<file path="config.mk">
export PLATFORM = sky130hd
export DESIGN_NAME = gx4000_io_bus_arbiter
export DESIGN_NICKNAME = d
export VERILOG_FILES = /design/src/rtl/gx4000_io_pkg.sv /design/src/rtl/gx4000_io_init_seq.sv /design/src/rtl/gx4000_io_bus_arbiter.sv
export SDC_FILE = /design/constraint.sdc
export NUM_CORES = 1
export LEC_CHECK = 0
export BUFFER_PORTS_ARGS = -buffer_cell sky130_fd_sc_hd__buf_2
export CAP_MARGIN = 20
export CELL_PAD_IN_SITES_DETAIL_PLACEMENT = 1
export CELL_PAD_IN_SITES_GLOBAL_PLACEMENT = 2
export CORE_MARGIN = 3
export CORE_UTILIZATION = 15
export DETAILED_ROUTE_END_ITERATION = 16
export GPL_TIMING_DRIVEN = 1
export HOLD_SLACK_MARGIN = 0.03
export PLACE_DENSITY_LB_ADDON = 0.1
export REMOVE_ABC_BUFFERS = 1
export SLEW_MARGIN = 15
export SYNTH_ARGS = -nofsm -noshare
export SYNTH_HDL_FRONTEND = slang
export SYNTH_SLANG_ARGS = --single-unit
</file>
<file path="constraint.sdc">
create_clock -name clk_sys -period 1.74 [get_ports clk_sys]
set_clock_uncertainty 0.05 [all_clocks]
set_input_delay 0.087 -clock clk_sys [delete_from_list [all_inputs] [get_ports clk_sys]]
set_output_delay 0.087 -clock clk_sys [all_outputs]
set_load 0.01 [all_outputs]
</file>
<file path="src/rtl/gx4000_io_pkg.sv">
// Shared definitions for the GX4000 I/O register bus: register map,
// init-table length, requester identifiers and the init-table contents.
package gx4000_io_pkg;

  localparam logic [7:0] IO_PAGE    = 8'h7F;
  localparam logic [7:0] REG_SWAP   = 8'h70;
  localparam logic [7:0] REG_STATUS = 8'h71;
  localparam logic [7:0] REG_CTRL   = 8'h72;
  localparam logic [7:0] REG_DATA   = 8'h73;
  localparam logic [7:0] REG_DIR    = 8'h74;
  localparam logic [7:0] REG_IRQ    = 8'h75;
  localparam logic [7:0] REG_TIMER  = 8'h76;
  localparam logic [7:0] REG_CLOCK  = 8'h77;

  localparam int INIT_LEN = 8;
  localparam int IDX_W    = 3;

  typedef enum logic [1:0] {REQ_NONE, REQ_HOST, REQ_INIT} req_e;
  typedef enum logic {ST_INIT, ST_DONE} init_state_e;

  // Register addressed by init step idx (the table walks 0x70..0x77 in order).
  function automatic logic [7:0] init_addr(input int idx);
    return REG_SWAP + 8'(idx);
  endfunction

  // Default value programmed by init step idx; 0x75 gets 00 to clear any pending interrupt.
  function automatic logic [7:0] init_value(input int idx,
                                            input logic [7:0] ctrl,
                                            input logic [7:0] dir,
                                            input logic [7:0] timer);
    logic [7:0] v;
    v = 8'h00;
    case (init_addr(idx))
      REG_CTRL:  v = ctrl;
      REG_DIR:   v = dir;
      REG_TIMER: v = timer;
      default:   v = 8'h00;
    endcase
    return v;
  endfunction

endpackage

</file>
<file path="src/rtl/gx4000_io_init_seq.sv">
// Init sequencer: after reset and on every plus_mode rising edge it requests
// the bus until all eight default register writes have been granted.
module gx4000_io_init_seq
  import gx4000_io_pkg::*;
#(
  parameter logic [7:0] INIT_CTRL  = 8'h00,
  parameter logic [7:0] INIT_TIMER = 8'h00,
  parameter logic [7:0] INIT_DIR   = 8'h00
) (
  input  logic       clk_sys,
  input  logic       reset,
  input  logic       plus_mode,
  input  logic       grant,
  output logic       req,
  output logic [7:0] addr,
  output logic [7:0] data,
  output logic       init_done
);

  logic [7:0]       rom_addr [INIT_LEN];
  logic [7:0]       rom_data [INIT_LEN];
  init_state_e      state_reg;
  logic [IDX_W-1:0] idx_reg;
  logic             plus_prev_reg;
  logic             init_done_reg;
  logic             plus_rise;

  // Constant table of (address, value) pairs, one entry per init step.
  generate
    for (genvar gi = 0; gi < INIT_LEN; gi++) begin : g_rom
      assign rom_addr[gi] = init_addr(gi);
      assign rom_data[gi] = init_value(gi, INIT_CTRL, INIT_DIR, INIT_TIMER);
    end
  endgenerate

  assign plus_rise = plus_mode & ~plus_prev_reg;

  // Init FSM: a plus_mode rising edge always restarts, otherwise step on each grant.
  always_ff @(posedge clk_sys) begin
    if (reset) begin
      state_reg     <= ST_INIT;
      idx_reg       <= '0;
      init_done_reg <= 1'b0;
      // Seed with the live level so a plus_mode already high at reset is not an edge.
      plus_prev_reg <= plus_mode;
    end else begin
      plus_prev_reg <= plus_mode;
      if (plus_rise) begin
        state_reg     <= ST_INIT;
        idx_reg       <= '0;
        init_done_reg <= 1'b0;
      end else if (state_reg == ST_INIT && grant) begin
        if (idx_reg == IDX_W'(INIT_LEN - 1)) begin
          state_reg     <= ST_DONE;
          init_done_reg <= 1'b1;
        end else begin
          idx_reg <= idx_reg + 1'b1;
        end
      end
    end
  end

  assign req       = (state_reg == ST_INIT);
  assign addr      = rom_addr[idx_reg];
  assign data      = rom_data[idx_reg];
  assign init_done = init_done_reg;

endmodule

</file>
<file path="src/rtl/gx4000_io_bus_arbiter.sv">
// GX4000 I/O register bus owner: the CPU passes straight through, and in
// CPU-free cycles one of host or init sequencer is granted round-robin.
module gx4000_io_bus_arbiter
  import gx4000_io_pkg::*;
#(
  parameter logic [7:0] INIT_CTRL  = 8'h00,
  parameter logic [7:0] INIT_TIMER = 8'h00,
  parameter logic [7:0] INIT_DIR   = 8'h00
) (
  input  logic        clk_sys,
  input  logic        reset,
  input  logic        plus_mode,
  input  logic [15:0] cpu_addr,
  input  logic [7:0]  cpu_data,
  input  logic        cpu_wr,
  input  logic        cpu_rd,
  output logic [7:0]  cpu_dout,
  input  logic        host_req,
  input  logic        host_we,
  input  logic [7:0]  host_addr,
  input  logic [7:0]  host_wdata,
  output logic        host_ack,
  output logic [7:0]  host_rdata,
  output logic [15:0] io_addr,
  output logic [7:0]  io_wdata,
  output logic        io_wr,
  output logic        io_rd,
  input  logic [7:0]  io_din,
  output logic        init_done,
  output logic        busy
);

  logic       cpu_active;
  logic       host_ok;
  logic       init_req;
  logic       init_grant;
  logic [7:0] init_addr8;
  logic [7:0] init_data;
  req_e       grant;
  req_e       last_reg;
  logic       host_ack_reg;
  logic [7:0] host_rdata_reg;

  gx4000_io_init_seq #(
    .INIT_CTRL  (INIT_CTRL),
    .INIT_TIMER (INIT_TIMER),
    .INIT_DIR   (INIT_DIR)
  ) u_init_seq (
    .clk_sys   (clk_sys),
    .reset     (reset),
    .plus_mode (plus_mode),
    .grant     (init_grant),
    .req       (init_req),
    .addr      (init_addr8),
    .data      (init_data),
    .init_done (init_done)
  );

  assign cpu_active = cpu_wr | cpu_rd;
  // A request still high in its own ack cycle is the old one; wait a cycle.
  assign host_ok    = host_req & ~host_ack_reg;
  assign init_grant = (grant == REQ_INIT);

  // Round-robin pick between host and init, only in CPU-free cycles outside reset.
  always_comb begin
    grant = REQ_NONE;
    if (!reset && !cpu_active) begin
      if (host_ok && init_req)
        grant = (last_reg == REQ_INIT) ? REQ_HOST : REQ_INIT;
      else if (host_ok)
        grant = REQ_HOST;
      else if (init_req)
        grant = REQ_INIT;
    end
  end

  // Bus mux: CPU (or idle) by default, overridden by the granted internal requester.
  always_comb begin
    io_addr  = cpu_addr;
    io_wdata = cpu_data;
    io_wr    = cpu_wr;
    io_rd    = cpu_rd;
    case (grant)
      REQ_HOST: begin
        io_addr  = {IO_PAGE, host_addr};
        io_wdata = host_wdata;
        io_wr    = host_we;
        io_rd    = ~host_we;
      end
      REQ_INIT: begin
        io_addr  = {IO_PAGE, init_addr8};
        io_wdata = init_data;
        io_wr    = 1'b1;
        io_rd    = 1'b0;
      end
      default: ;
    endcase
  end

  // Host completion, read capture and round-robin history.
  always_ff @(posedge clk_sys) begin
    if (reset) begin
      host_ack_reg   <= 1'b0;
      host_rdata_reg <= 8'h00;
      last_reg       <= REQ_HOST;
    end else begin
      host_ack_reg <= (grant == REQ_HOST);
      if (grant == REQ_HOST && !host_we)
        host_rdata_reg <= io_din;
      if (grant != REQ_NONE)
        last_reg <= grant;
    end
  end

  assign host_ack   = host_ack_reg;
  assign host_rdata = host_rdata_reg;
  assign cpu_dout   = io_din;
  assign busy       = init_req | host_req;

endmodule

</file>
Word-level counts from Yosys, hierarchy flattened
Memory sizes are Yosys's and may differ from the RTL's.
Cells that the tools add are included.
{ "classes": {"n_addsub": 1, "n_mul": 0, "n_div": 0, "n_lt_le_gt_ge": 1, "n_eq_ne": 4, "n_shift": 0, "mux": 13, "bitwise": 10, "n_reduce_logical": 11} }
{ "ops": {"columns": ["cell", "count"], "rows": [
  ["two-way mux 8 bit", 4],
  ["case mux 16 bit (2 select lines)", 1],
  ["case mux 8 bit (2 select lines)", 1],
  ["two-way mux 2 bit", 5],
  ["NOT 1 bit", 5],
  ["equality test 2 bit, second input constant", 2],
  [">= comparator 4 bit, second input constant", 1],
  ["logical AND 1 bit", 4],
  ["NOT 3 -> 4 bit", 1],
  ["case mux 1 bit (2 select lines)", 2],
  ["AND reduction 2 bit", 2],
  ["adder 3 x 1 -> 3 bit, second input constant", 1],
  ["equality test 3 bit, second input constant", 1],
  ["zero test 1 bit", 3],
  ["AND 1 bit", 2],
  ["equality test 2 x 1 -> 1 bit, second input constant", 1],
  ["bitwise OR 1 bit", 2],
  ["nonzero test 2 bit", 1],
  ["OR reduction 2 bit", 1]
]} }
{ "totals": {"regBits": 16, "latch_bits": 0, "ramBits": 0, "rom_bits": 128, "input_bits": 55, "out_inout_bits": 45, "elab_cells": 48, "memories": 2} }
{ "mem_list": {"columns": ["name", "words", "word_bits", "read_ports", "rd_clocked_by_memory_dff", "wr", "line", "source"], "rows": [
  ["(no name shown)", 8, 8, 1, 0, 0, "gx4000_io_init_seq.sv:65", "assign data = rom_data[idx_reg];"],
  ["(no name shown)", 8, 8, 1, 0, 0, "gx4000_io_init_seq.sv:64", "assign addr = rom_addr[idx_reg];"]
]} }

Longest topological paths before layout
{ "depth": {"ltp_word": 8, "depth_mapped": 8, "ltp_nobuf": 7} }

By module
Synthesis repeated with hierarchy kept, for this count alone.
{ "hier_totals": {"cells_unflattened": 170, "hier_area_um2": 1268.7} }
{ "modules_own_cells": {"columns": ["module", "n_inst", "cells_each", "area_each_um2", "seq_area_each_um2"], "rows": [
  ["gx4000_io_bus_arbiter", 1, 136, 955.9, 220.2],
  ["gx4000_io_init_seq", 1, 34, 312.8, 100.1]
]} }

Worst setup path after synthesis
Ideal clock, no wire load.
{ "synth_path": {"path_type": "input-to-output", "start": "input port cpu_rd", "end": "output port io_addr[5]", "arrival_ns": 1.836, "required_ns": 1.603, "path_slack_ns": -0.233, "stages": 7, "path_buffers": 2, "cell_sequence": "or3_1 > a311o_1 > ha_1 > clkbuf_1 > clkbuf_1 > nor2_1 > a21oi_1"} }
{ "synth_between": {"elab_chain_cells": 6, "elab_cells_between_ends": 7, "cone_classes": "2 x eq/ne; 2 x mux; 1 x bitwise; 2 x reduce/logical"} }
{ "synth_lines": {"columns": ["item", "line", "source"], "rows": [
  ["start: declaration", "gx4000_io_bus_arbiter.sv:16", "input logic cpu_rd,"],
  ["bitwise OR 1 bit (*)", "gx4000_io_bus_arbiter.sv:59", "assign cpu_active = cpu_wr | cpu_rd;"],
  ["zero test 1 bit (*)", "gx4000_io_bus_arbiter.sv:67", "if (!reset && !cpu_active) begin"],
  ["logical AND 1 bit (*)", "gx4000_io_bus_arbiter.sv:67", null],
  ["two-way mux 2 bit (*)", "gx4000_io_bus_arbiter.sv:67", null],
  ["equality test 2 bit or equality test 2 x 1 -> 1 bit (tied branches)", "gx4000_io_bus_arbiter.sv:83", "case (grant)"],
  ["case mux 16 bit (2 select lines) (*)", "gx4000_io_bus_arbiter.sv:83", null],
  ["end: declaration", "gx4000_io_bus_arbiter.sv:24", "output logic [15:0] io_addr,"]
]} }
Every way passes the cells marked *; elsewhere a longest branch is shown, timed or not.

Worst setup path after layout
{ "layout_path": {"start": "register last_reg[1]", "end": "output port io_rd"} }
{ "layout_between": {"elab_chain_cells": 6, "elab_cells_between_ends": 7, "cone_classes": "3 x eq/ne; 4 x mux"} }
{ "layout_lines": {"columns": ["item", "line", "source"], "rows": [
  ["start: declaration", "gx4000_io_bus_arbiter.sv:40", "req_e last_reg;"],
  ["start signal: assignment", "gx4000_io_bus_arbiter.sv:111", "last_reg <= grant;"],
  ["equality test 2 bit (*)", "gx4000_io_bus_arbiter.sv:69", "grant = (last_reg == REQ_INIT) ? REQ_HOST : REQ_INIT;"],
  ["two-way mux 2 bit (*)", "gx4000_io_bus_arbiter.sv:69", null],
  ["two-way mux 2 bit (*)", "gx4000_io_bus_arbiter.sv:68", "if (host_ok && init_req)"],
  ["two-way mux 2 bit (*)", "gx4000_io_bus_arbiter.sv:67", null],
  ["equality test 2 bit or equality test 2 x 1 -> 1 bit (tied branches)", "gx4000_io_bus_arbiter.sv:83", null],
  ["case mux 1 bit (2 select lines) (*)", "gx4000_io_bus_arbiter.sv:83", null],
  ["end: declaration", "gx4000_io_bus_arbiter.sv:27", "output logic io_rd,"]
]} }
Marked as above.

==> out/metrics.csv <==
metric;value;unit
status;finished with violations;
violations;negative setup slack;
final.fill_count;875;
wire_per_inst;12.1;µm
grt_max_degree;17;
first_pass_iters;2;
criticalPathCategory;flip-flop to output port;
arrival;1.91;ns
rsz0062_at_grt;true;
clkPwrFrac;29.5;%
setup_ws;-0.312;ns
fin_crit;2.05;ns
cts_root_buf;clkbuf_8;
synth_area;1080;µm²
yosysTopAreaCell;dfxtp_1;
syn_inst;152;
ys_seq_elements;16;
cts_tree;yes;
synth_cell_types;25;
die_height;90.8;µm
core;6870;µm²
setup_viol;28;
io_pins;100;
dieArea;8250;µm²
setup.worst_path.end_class;output port;
grt_usage;10.1;%
grt_first_pass_wirelength;6800;µm
routed_wl;4310;µm
clk_pin_slew;0.06;ns
die_w;90.8;µm
cts_made_buffers;3;
endpoint;io_rd;
dpl.hpwl;3630;µm
startpoint_type;flip-flop;
fin_crit_sh;118;%
combinationalPowerShare;29.9;%
synth.area.top_cells;dfxtp_1, a21oi_1, ha_1, nand2_1, buf_4;
cts_buffer_depth;2;
required;1.60;ns
synth_top_area_share;29.7;%
relSlewSlack;76.7;%
yosysWarnings;0;
cp_max_fo;4;
grt_pass1_vias;1349;
gr-total-overflow;0;
hold_class;primary input to flip-flop;
yosysSeqAreaShare;29.7;%
io_buffers;99;
clk_latency;0.24;ns
worst_slew_pin_slew;0.348;ns
final_cell_area;2040;µm²
cts_sinks;16;
largest_register_ffs;8;
first_iter_violations;26;
vias_per_cell;3.85;
worst_r2r_endpoint;u_init_seq.idx_reg[2];
drc;0;
reg2reg_slack;-0.08;ns
insertedDiodeCount;0;
vias;1373;
hold_viol;0;
final_common_cell;buf_2;
min_from;io_din[1];
cp-startpoint;last_reg[1];
syn2layout_area_growth;88.5;%
cpMaxStageDelayCell;dfxtp_2;
path_cells;nor2b_4 > a311o_1 > buf_4 > ha_1 > nor2b_2 > mux2_2 > buf_6;
p_sw_share;26.4;%
switchingPower;0.243;mW
p_seq_share;40.7;%
p_per_area;451;nW/µm²
placement_rows;30;
grt_antenna_before_repair;0;
placed_area;1790;µm²
critPathMaxStageDelay;0.32;ns
place_inst;351;
drive_gt1_share;58.6;%
slew_viol_final;0;
max-cap-violations;0;
rr_startpoint;last_reg[1];
fin_nets;325;
reg2regPathDepth;9;
h-tree-depth;1;
p_leak;0.991;nW
avgSynthCellArea;7.10;µm²
worst_ir_drop_vdd;0.203;mV
layout_common_cells;buf_2, a21oi_1, buf_4;
start_util;15.7;%
gp_congestion;0.680;
ant_nets;0;
fmax;0.487;GHz
final_cells;357;
power.internal;0.676;mW
## final cells by class
cell class,instances,area (µm²),area share [%]
clock buffers,3,41.3,2.03
inverters,14,55.1,2.70
multi-input cells,104,721,35.4
flip-flops and latches,16,323,15.9
well taps,96,120,5.90
repair buffers,124,776,38.1
## cells in the mapped netlist
cell type	number
or3_1	1
mux2i_1	2
nor2_1	11
mux2_2	1
nor3b_2	1
ha_1	7
xnor2_1	1
nor2b_1	4
o22ai_2	1
a21o_1	1
a22oi_1	3
buf_4	8
a21oi_1	21
nor3_1	1
a311o_1	1
or2_2	7
o21ai_0	11
dfxtp_1	16
inv_1	14
o2111ai_1	1
nand2_1	17
clkbuf_1	9
nand2b_1	2
nand3_1	10
buf_1	1
## logic make-up (layout without fill, tap and decap cells)
group,Yosys count,in the layout,share of synthesized area [%]
XOR/XNOR,1,1,0.811
flip-flops,16,16,29.7
buffers and inverters,32,141,13.9
multiplexers,3,3,2.90
adder cells (fa/ha/maj),7,7,8.11
AO/OA/AOI/OAI,39,39,20.5
AND/OR/NAND/NOR,54,54,24.1
## worst min path at each step
stage / endpoint / slack (ns) / cells past startpoint
2_1_floorplan: u_init_seq.plus_prev_reg / 0.06 / 0
3_3_place_gp: u_init_seq.plus_prev_reg / 0.16 / 1
3_5_place_dp: u_init_seq.plus_prev_reg / 0.16 / 1
4_1_cts: host_rdata[1] / 0.03 / 3
5_1_grt: host_rdata[2] / 0.04 / 3
6_report: host_rdata[1] / 0.04 / 3
## worst max-delay path: cells and delay by family (launching register included)
kind / cells / cell delay, ns
AOI/OAI and AO/OA: 1 / 0.29
buffers and inverters: 2 / 0.29
and+or+nand+nor: 2 / 0.30
adders and majority gates: 1 / 0.19
DFF: 1 / 0.32
muxes: 1 / 0.27
## power by group through the flow
stage,logic [mW],clock network [mW],registers [mW]
2_1_floorplan,0.0827,0,0.380
3_3_place_gp,0.239,0,0.381
3_5_place_dp,0.238,0,0.381
4_1_cts,0.262,0.287,0.374
5_1_grt,0.301,0.305,0.374
6_report,0.274,0.271,0.374
## through the flow
step           hold slack [ns]  setup TNS [ns]  setup WS, ns  utilization (%)  power, mW
6_report                0.0364           -7.13        -0.312             29.6      0.919
5_1_grt                 0.0385          -10.38        -0.416             29.6      0.980
4_1_cts                 0.0323           -8.05        -0.338             28.6      0.922
3_5_place_dp             0.160           -8.00        -0.332             26.0      0.619
3_3_place_gp             0.158           -7.98        -0.311             26.0      0.620
2_1_floorplan           0.0647           -9.37        -0.487                -      0.463
## per-layer routing
metal  share of wire, %  track usage (%)
met2                 55             19.1
met3                4.9             2.83
met4               0.95             1.63
met5                  0                0
met1                 39             11.3
## timing repair
action,CTS,global route
hold endpoints to repair,1,0
hold buffers,1,0
buffers inserted,2,0
setup endpoints to repair,37,37
cloned,0,0
gates resized for setup,22,21
pin swaps,3,0
No activity file was read; power rests on OpenSTA's default activity.
